===== src/rtl/mem_arbiter_if.sv =====
// Handshake and memory bus shared by the arbiter, its two requesters and the block memory.
// The slave modport is the arbiter's view; master is the requester/memory side.
interface mem_arbiter_if #(
    parameter int AW = 5,
    parameter int BW = 256
);
    logic          i_req;
    logic [AW-1:0] i_addr;
    logic          i_ready;
    logic [BW-1:0] i_data;

    logic          d_req;
    logic          d_wen;
    logic [AW-1:0] d_addr;
    logic [BW-1:0] d_wdata;
    logic          d_ready;
    logic [BW-1:0] d_data;

    logic          mem_ren;
    logic          mem_wen;
    logic [AW-1:0] mem_addr;
    logic [BW-1:0] mem_din;
    logic          mem_ready;
    logic [BW-1:0] mem_dout;

    modport slave (
        input  i_req, i_addr, d_req, d_wen, d_addr, d_wdata, mem_ready, mem_dout,
        output i_ready, i_data, d_ready, d_data, mem_ren, mem_wen, mem_addr, mem_din
    );

    modport master (
        output i_req, i_addr, d_req, d_wen, d_addr, d_wdata, mem_ready, mem_dout,
        input  i_ready, i_data, d_ready, d_data, mem_ren, mem_wen, mem_addr, mem_din
    );
endinterface


===== src/rtl/mem_arbiter.sv =====
// Two-port (instruction/data) block memory arbiter with round-robin tie-break.
//   state  | meaning
//   IDLE   | waiting for a request; grant latches address (and D direction/wdata)
//   SERV_I | instruction read in flight, waiting for mem_ready
//   SERV_D | data read or write in flight, waiting for mem_ready
//   GAP    | one cycle with memory enables low so the memory restarts its delay
module mem_arbiter #(
    parameter int WORD_SIZE  = 32,
    parameter int BLOCK_SIZE = 8,
    parameter int MEM_SIZE   = 32
) (
    input  logic           clock,
    input  logic           reset,
    mem_arbiter_if.slave   bus
);
    localparam int AW = $clog2(MEM_SIZE);
    localparam int BW = WORD_SIZE * BLOCK_SIZE;

    typedef enum logic [1:0] {IDLE, SERV_I, SERV_D, GAP} state_t;

    state_t        state_q;
    state_t        state_d;
    logic          grant_i;
    logic          grant_d;
    logic          done;

    logic          last_d_q;
    logic [AW-1:0] addr_q;
    logic          wen_q;
    logic [BW-1:0] wdata_q;
    logic [BW-1:0] i_data_q;
    logic [BW-1:0] d_data_q;
    logic          i_ready_q;
    logic          d_ready_q;

    always_ff @(posedge clock or negedge reset) begin
        if (!reset) begin
            state_q <= IDLE;
        end else begin
            state_q <= state_d;
        end
    end

    // On a tie, I wins only if D held the previous grant.
    always_comb begin
        state_d = state_q;
        grant_i = 1'b0;
        grant_d = 1'b0;
        done    = 1'b0;
        case (state_q)
            IDLE: begin
                if (bus.i_req && (!bus.d_req || last_d_q)) begin
                    grant_i = 1'b1;
                    state_d = SERV_I;
                end else if (bus.d_req) begin
                    grant_d = 1'b1;
                    state_d = SERV_D;
                end
            end
            SERV_I, SERV_D: begin
                if (bus.mem_ready) begin
                    done    = 1'b1;
                    state_d = GAP;
                end
            end
            GAP:     state_d = IDLE;
            default: state_d = IDLE;
        endcase
    end

    always_ff @(posedge clock or negedge reset) begin
        if (!reset) begin
            last_d_q  <= 1'b1;
            addr_q    <= '0;
            wen_q     <= 1'b0;
            wdata_q   <= '0;
            i_data_q  <= '0;
            d_data_q  <= '0;
            i_ready_q <= 1'b0;
            d_ready_q <= 1'b0;
        end else begin
            i_ready_q <= done && (state_q == SERV_I);
            d_ready_q <= done && (state_q == SERV_D);
            if (grant_i) begin
                addr_q   <= bus.i_addr;
                last_d_q <= 1'b0;
            end
            if (grant_d) begin
                addr_q   <= bus.d_addr;
                wen_q    <= bus.d_wen;
                wdata_q  <= bus.d_wdata;
                last_d_q <= 1'b1;
            end
            if (done && (state_q == SERV_I)) begin
                i_data_q <= bus.mem_dout;
            end
            if (done && (state_q == SERV_D) && !wen_q) begin
                d_data_q <= bus.mem_dout;
            end
        end
    end

    assign bus.mem_ren  = (state_q == SERV_I) || ((state_q == SERV_D) && !wen_q);
    assign bus.mem_wen  = (state_q == SERV_D) && wen_q;
    assign bus.mem_addr = addr_q;
    assign bus.mem_din  = wdata_q;
    assign bus.i_ready  = i_ready_q;
    assign bus.i_data   = i_data_q;
    assign bus.d_ready  = d_ready_q;
    assign bus.d_data   = d_data_q;
endmodule


===== src/flat_wrapper.sv =====
// flat-port wrapper written by rule: the top's interface ports become plain ports
module mem_arbiter_flat 
#(
    parameter int WORD_SIZE  = 32,
    parameter int BLOCK_SIZE = 8,
    parameter int MEM_SIZE   = 32
)
  (clock, reset, bus_i_req, bus_i_addr, bus_d_req, bus_d_wen, bus_d_addr, bus_d_wdata, bus_mem_ready, bus_mem_dout, bus_i_ready, bus_i_data, bus_d_ready, bus_d_data, bus_mem_ren, bus_mem_wen, bus_mem_addr, bus_mem_din);
  mem_arbiter_if #(.AW(($clog2(MEM_SIZE))), .BW((WORD_SIZE * BLOCK_SIZE))) bus_i ();
  input  logic clock;
  input  logic reset;
  input wire logic [$bits(bus_i.i_req)-1:0] bus_i_req;
  input wire logic [$bits(bus_i.i_addr)-1:0] bus_i_addr;
  input wire logic [$bits(bus_i.d_req)-1:0] bus_d_req;
  input wire logic [$bits(bus_i.d_wen)-1:0] bus_d_wen;
  input wire logic [$bits(bus_i.d_addr)-1:0] bus_d_addr;
  input wire logic [$bits(bus_i.d_wdata)-1:0] bus_d_wdata;
  input wire logic [$bits(bus_i.mem_ready)-1:0] bus_mem_ready;
  input wire logic [$bits(bus_i.mem_dout)-1:0] bus_mem_dout;
  output wire logic [$bits(bus_i.i_ready)-1:0] bus_i_ready;
  output wire logic [$bits(bus_i.i_data)-1:0] bus_i_data;
  output wire logic [$bits(bus_i.d_ready)-1:0] bus_d_ready;
  output wire logic [$bits(bus_i.d_data)-1:0] bus_d_data;
  output wire logic [$bits(bus_i.mem_ren)-1:0] bus_mem_ren;
  output wire logic [$bits(bus_i.mem_wen)-1:0] bus_mem_wen;
  output wire logic [$bits(bus_i.mem_addr)-1:0] bus_mem_addr;
  output wire logic [$bits(bus_i.mem_din)-1:0] bus_mem_din;
  assign bus_i.i_req = bus_i_req;
  assign bus_i.i_addr = bus_i_addr;
  assign bus_i.d_req = bus_d_req;
  assign bus_i.d_wen = bus_d_wen;
  assign bus_i.d_addr = bus_d_addr;
  assign bus_i.d_wdata = bus_d_wdata;
  assign bus_i.mem_ready = bus_mem_ready;
  assign bus_i.mem_dout = bus_mem_dout;
  assign bus_i_ready = bus_i.i_ready;
  assign bus_i_data = bus_i.i_data;
  assign bus_d_ready = bus_i.d_ready;
  assign bus_d_data = bus_i.d_data;
  assign bus_mem_ren = bus_i.mem_ren;
  assign bus_mem_wen = bus_i.mem_wen;
  assign bus_mem_addr = bus_i.mem_addr;
  assign bus_mem_din = bus_i.mem_din;
  mem_arbiter #(.WORD_SIZE(WORD_SIZE), .BLOCK_SIZE(BLOCK_SIZE), .MEM_SIZE(MEM_SIZE)) u_core (.clock(clock), .reset(reset), .bus(bus_i));
endmodule

===== config.mk =====
export PLATFORM = sky130hd
export DESIGN_NAME = mem_arbiter_flat
export DESIGN_NICKNAME = d
export VERILOG_FILES = /design/src/rtl/mem_arbiter_if.sv /design/src/rtl/mem_arbiter.sv /design/src/flat_wrapper.sv
export SDC_FILE = /design/constraint.sdc
export NUM_CORES = 1
export LEC_CHECK = 0
export ABC_AREA = 1
export BUFFER_PORTS_ARGS = -buffer_cell sky130_fd_sc_hd__clkbuf_2
export CORE_AREA = 2 2 509 511
export CTS_BUF_LIST = sky130_fd_sc_hd__clkbuf_16
export DETAILED_ROUTE_END_ITERATION = 12
export DIE_AREA = 0 0 511 513
export PLACE_DENSITY = 0.38
export SYNTH_ARGS = -nofsm -noshare
export SYNTH_HDL_FRONTEND = slang
export SYNTH_SLANG_ARGS = --single-unit

===== constraint.sdc =====
create_clock -name clock -period 1.9 [get_ports clock]
set_clock_uncertainty 0.2 [all_clocks]
set_input_delay 0.095 -clock clock [delete_from_list [all_inputs] [get_ports clock]]
set_output_delay 0.095 -clock clock [all_outputs]
set_load 0.005 [all_outputs]

* Word level (Yosys, flattened, before mapping)
Index checks and enable logic that the tools add are counted.
W data, S select, Z words.
** Word-level totals
- Register bits after elaboration :: 779
- Output and inout bits :: 777
- Logic and storage cells :: 43
** Operators by class
- Eq/ne operators :: 5
- Mux-type cells :: 15
- Reduce and logical (&&, ||, !) cells :: 14
** Operator list (count)
- $mux W5 :: 2
- $mux W1 :: 9
- $logic_and A1 B1 Y1 :: 6
- $mux W2 :: 3
- $pmux W2 S3 :: 1
- $eq A2 B2 Y1 const B :: 2
- $ne A3 B2 Y1 const B :: 1
- $eq A2 B1 Y1 const B :: 1
- $logic_not A1 Y1 :: 2
- $logic_not A2 Y1 :: 1
- $logic_or A1 B1 Y1 :: 2
- $ne A2 B2 Y1 const B :: 1
- $reduce_and A2 Y1 :: 1
- $reduce_bool A2 Y1 :: 1
- $reduce_or A2 Y1 :: 1

* Depth between registers and ports, before layout
- Depth in word-level cells :: 7
- Mapped depth :: 10
- Gate-level depth less buffers :: 8

* Worst setup path after synthesis
Ideal clock, no wire load.
- Path type :: register -> register
- Start point :: register u_core.state_q[0]
- End point :: register u_core.i_data_q[182], in the netlist u_core.bus.i_data[182]
- Data arrival time :: 1.418 ns
- Required time :: 1.617 ns
- Slack :: 0.199 ns
- Stages on the path, launching flop included :: 8
- Path buffers :: 2
- Period minus slack after synthesis :: 1.701 ns
- Cell sequence :: dfrtp_1 > inv_1 > ha_1 > nand3_2 > buf_2 > buf_1 > nand2_1 > o21ai_0
** Between the ends
- Cells in the longest elaborated chain, start to end :: 4
- Elaborated cells on any way between the ends :: 5
** RTL lines
- from (decl) :: line mem_arbiter.sv:21 : state_t state_q;
- from (signal assigned) :: line mem_arbiter.sv:40 : state_q <= state_d;
- $eq A2 B2 Y1 or $eq A2 B1 Y1 (tied branches) :: line mem_arbiter.sv:50, mem_arbiter.sv:94
- $reduce_or A2 Y1 :: line mem_arbiter.sv:50 : case (state_q)
- $mux W1 :: line mem_arbiter.sv:50
- $logic_and A1 B1 Y1 (*) :: line mem_arbiter.sv:94 : if (done && (state_q == SERV_I)) begin
- to (signal assigned) :: line mem_arbiter.sv:95 : i_data_q <= bus.mem_dout;
- to (decl) :: line mem_arbiter.sv:31 : logic [BW-1:0] i_data_q;
Mark *: on every way between the ends. The rest lies on a longest branch, timed or not.
A chain may end at the register's enable or synchronous reset.

* Final worst setup path
- Start point :: register u_core.state_q[1]
- End point :: output bus_mem_ren
** Between the ends
- Cells in the longest elaborated chain, start to end :: 3
- Elaborated cells on any way between the ends :: 4
** RTL lines
- $eq A2 B2 Y1 :: line mem_arbiter.sv:103 : assign bus.mem_ren = (state_q == SERV_I) || ((state_q == SERV_D) && !wen_q);
- $logic_and A1 B1 Y1 :: line mem_arbiter.sv:103
- $logic_or A1 B1 Y1 (*) :: line mem_arbiter.sv:103
- to (decl) :: line flat_wrapper.sv:24 : output wire logic [$bits(bus_i.mem_ren)-1:0] bus_mem_ren;
Marks and branches as above.

==> summary.log <==
[placed_design] HPWL after detailed placement 149000 µm
[floorplanning] number of ports placed on the die boundary 1305
[clock_network] TritonCTS clock tree done
[worst_setup_path] arrival time of data at the critical path endpoint 1.84 ns
[layout] commonest cells after routing, fill and taps aside clkbuf_2 (1300), dlygate4sd3_1 (984), nand2_1 (819)
[clock_network] CTS max path bufs 3
[floorplanning] Std-Cell Core Area 256000 µm²
[logic_synthesis] Yosys cell types 19
[run_status] outcome finished with violations
[logic_synthesis] syn_area_per_cell 9.50 µm²
[job] number of max-capacitance violations reported 0
[clock_network] total CTS buffers 100
[floorplanning] Die Ht 513 µm
[layout] Sequential cell area 19500 µm²
[pwr] Worst VDD drop 0.000712 V
[timing] Final Hold Vio Count 0
[layout] final layout net count 6104
[pwr] power per unit of standard cell area 1420 nW/µm²
[layout] fillcell total 27900
[global_routing] total congestion overflow 0
[worst_setup_path] required time at the endpoint of the critical path 1.60 ns
[global_routing] overall routing resource usage 14.3%
[layout] relative area change from synthesis to final layout 101%
[pwr] design internal power 49.9 mW
[worst_setup_path] list of cells traversed by the critical path inv_2 -> ha_4 -> buf_6 -> a21o_1 -> buf_8
[timing] worst hold slack 0.0643 ns
[pwr] clock share of power 22.9%
[clock_network] root buffer selected by CTS clkbuf_16
[timing] final slew viol count 0
[placed_design] placed cells 7745
[global_routing] vias in the first global route 32800
[worst_setup_path] Worst path max stage delay 0.42 ns
[layout] Finished Layout Cells 9064
[routing] detailed-routing iteration count for the pre-antenna-repair pass 6
[pwr] power share of the sequential group 35.2%
[routing] count of nets left with antenna violations after detail routing 0
[layout] fraction of layout instances using a drive strength above 1 37.8%
[pwr] net switching power 34.0 mW
[placed_design] instance area after placement 41100 µm²
[floorplanning] row cnt 186
[worst_setup_path] critical path type reg -> out
[clock_network] H-tree depth 3
[routing] wire length per cell 22.4 µm
[worst_setup_path] CP max FO 3
[layout] leading cell type in the layout, fill and taps excluded clkbuf_2
[floorplanning] Die Outline Area 262000 µm²
[timing] fraction of the cycle the final worst path needs 113%
[placed_design] global placer's final weighted congestion 0.885
[timing] slew at the pin closest to its max-slew limit 0.863 ns
[layout] Design Area, Final 59100 µm²
[timing] worst relative slew slack 42.3%
[global_routing] antenna violations before repair 72
[timing] peak clock frequency supported by timing 468 MHz
[worst_setup_path] Max stage delay cell, worst path dfrtp_1
[routing] number of DRC markers in iteration 0 1866
[timing] Final Setup Violations 267
[timing] unrepaired setup endpoints after global routing true
[timing] final worst slack -0.238 ns
[pwr] Total Power Consumption 83.9 mW
[timing] minimum clock period after layout 2.14 ns
[clock_network] Clock Sink Count 779
[global_routing] first-pass GRT wire length 265000 µm
[pwr] leakage power of the design 30.0 nW
[clock_network] clock transition at the registers of the reported paths 0.06 ns
[min_path] Worst Hold Class in -> reg
[layout] Multi-input gate area 9840 µm²
[logic_synthesis] number of instances in the synthesized netlist 3101
[floorplanning] die width 511 µm
[logic_synthesis] synthesized flop and latch total 779
[clock_network] later-pin clock latency in the skew report 0.74 ns
[logic_synthesis] net count after synthesis 3633
[routing] total DRC errors in the routed layout 0
[logic_synthesis] share of synthesized area occupied by flip-flops and latches 66.2%
[worst_setup_path] category of the worst setup path launch point flop
[logic_synthesis] Synth Cell Area 29500 µm²
[routing] vias post-DR 32400
[timing] setup TNS -24.01 ns
[routing] average vias per placed instance 3.57
[pwr] combinational fraction of design power 41.9%
[worst_setup_path] Worst setup EP type primary output
[global_routing] maximum number of pins on one net before global-route repair 134
[pwr] share of total power consumed by net switching 40.5%
[logic_synthesis] number of synthesis warnings 0
[run_status] failing checks setup timing
[routing] aggregate routed wire length 203000 µm
[floorplanning] initial core utilization 11.5%
[placed_design] # port buffers 1304
logic make-up (layout without fill, tap and decap cells):
kind of cell / count (synthesis) / after routing / synth area share, %
and+or+nand+nor: 1324 / 1324 / 18.0
DFF: 779 / 779 / 66.2
AOI/OAI and AO/OA: 519 / 519 / 8.82
buffers and inverters: 475 / 3030 / 6.83
adders and majority gates: 4 / 4 / 0.170
other: 0 / 24 / 0
power by group through the flow:
stage	Combinational (mW)	Sequential (mW)	Clock (mW)
CTS	32.2	28.8	20.1
global placement	27.9	28.8	0
floorplan	8.56	28.6	0
global route	38.7	30.4	20.6
finish	35.2	29.5	19.2
detailed placement	28.0	28.8	0
state kept, by name, indices dropped and copies added, names as in the netlist:
signal               flops
u_core.bus.d_data      256
u_core.bus.i_data      256
u_core.bus.mem_din     256
u_core.bus.mem_addr      5
u_core.state_q           2
u_core.bus.d_ready       1
u_core.bus.i_ready       1
u_core.last_d_q          1
u_core.wen_q             1
layer usage:
layer  wire (µm)  global-route usage, %  part of all wire [%]  vias to the layer above
met1       84700                   17.5                    42                    15800
met3       22700                   7.19                    11                      308
met5         314                      0                  0.15                        -
li1            -                      -                     -                    14900
met4        8390                   5.46                   4.1                       52
met2       87100                   21.4                    43                     1320
final timing paths:
| kind | startpoint | endpoint | slack, ns | cells after the start |
|---|---|---|---|---|
| max in group asynchronous | reset | u_core.bus.mem_din[88] | 0 | 5 |
| worst max-delay path | u_core.state_q[1] | bus_mem_ren | -0.24 | 5 |
| min in group asynchronous | reset | u_core.bus.mem_din[207] | 0.38 | 3 |
| worst min register to register | u_core.bus.mem_din[217] | u_core.bus.mem_din[217] | 0.27 | 2 |
| worst max register to register | u_core.state_q[0] | u_core.bus.i_data[222] | -0.19 | 11 |
| worst min-delay path | bus_mem_dout[134] | u_core.bus.i_data[134] | 0.06 | 4 |
Yosys cell counts, drive strengths merged:
cell | number | area, µm²
a21o | 1 | 7.51
a21oi | 1 | 5.00
buf | 126 | 703
clkbuf | 72 | 270
dfrtp | 778 | 19500
dfstp | 1 | 26.3
ha | 4 | 50.1
inv | 277 | 1040
nand2 | 1054 | 3960
nand3 | 268 | 1350
nor2 | 2 | 7.51
o21ai | 517 | 2590
what timing repair did:
| action | CTS | global route |
|---|---|---|
| resized for setup | 286 | 650 |
| gates cloned | 32 | 63 |
| setup endpoints to repair | 97 | 552 |
| buffers inserted | 22 | 19 |
| hold endpoints to repair | 1557 | 41 |
| hold buffers | 986 | 1 |
| pin swaps | 1 | 7 |
layout make-up:
type	count	share of cell area, %
flip-flops and latches	779	33.0
inverters	277	1.78
multi-input cells	1847	16.6
clock inverters	86	1.26
well taps	3384	7.16
repair buffers	2567	35.9
diodes	24	0.102
clock buffers	100	4.23
through the flow:
| step | utilization [%] | setup slack (ns) |
|---|---|---|
| 2_1_floorplan | - | 0.199 |
| 3_5_place_dp | 16.1 | -0.0482 |
| 4_1_cts | 21.8 | -0.374 |
| 5_1_grt | 23.1 | -0.346 |
| 3_3_place_gp | 16.1 | -0.0403 |
| 6_report | 23.1 | -0.238 |
worst max-delay path, delay by kind of cell (launching register included):
kind	cells	cell delay, ns
adders and majority gates	1	0.17
AOI/OAI and AO/OA	1	0.20
DFF	1	0.42
buffers and inverters	3	0.36
Note: power is estimated with default switching activity, not from simulation.
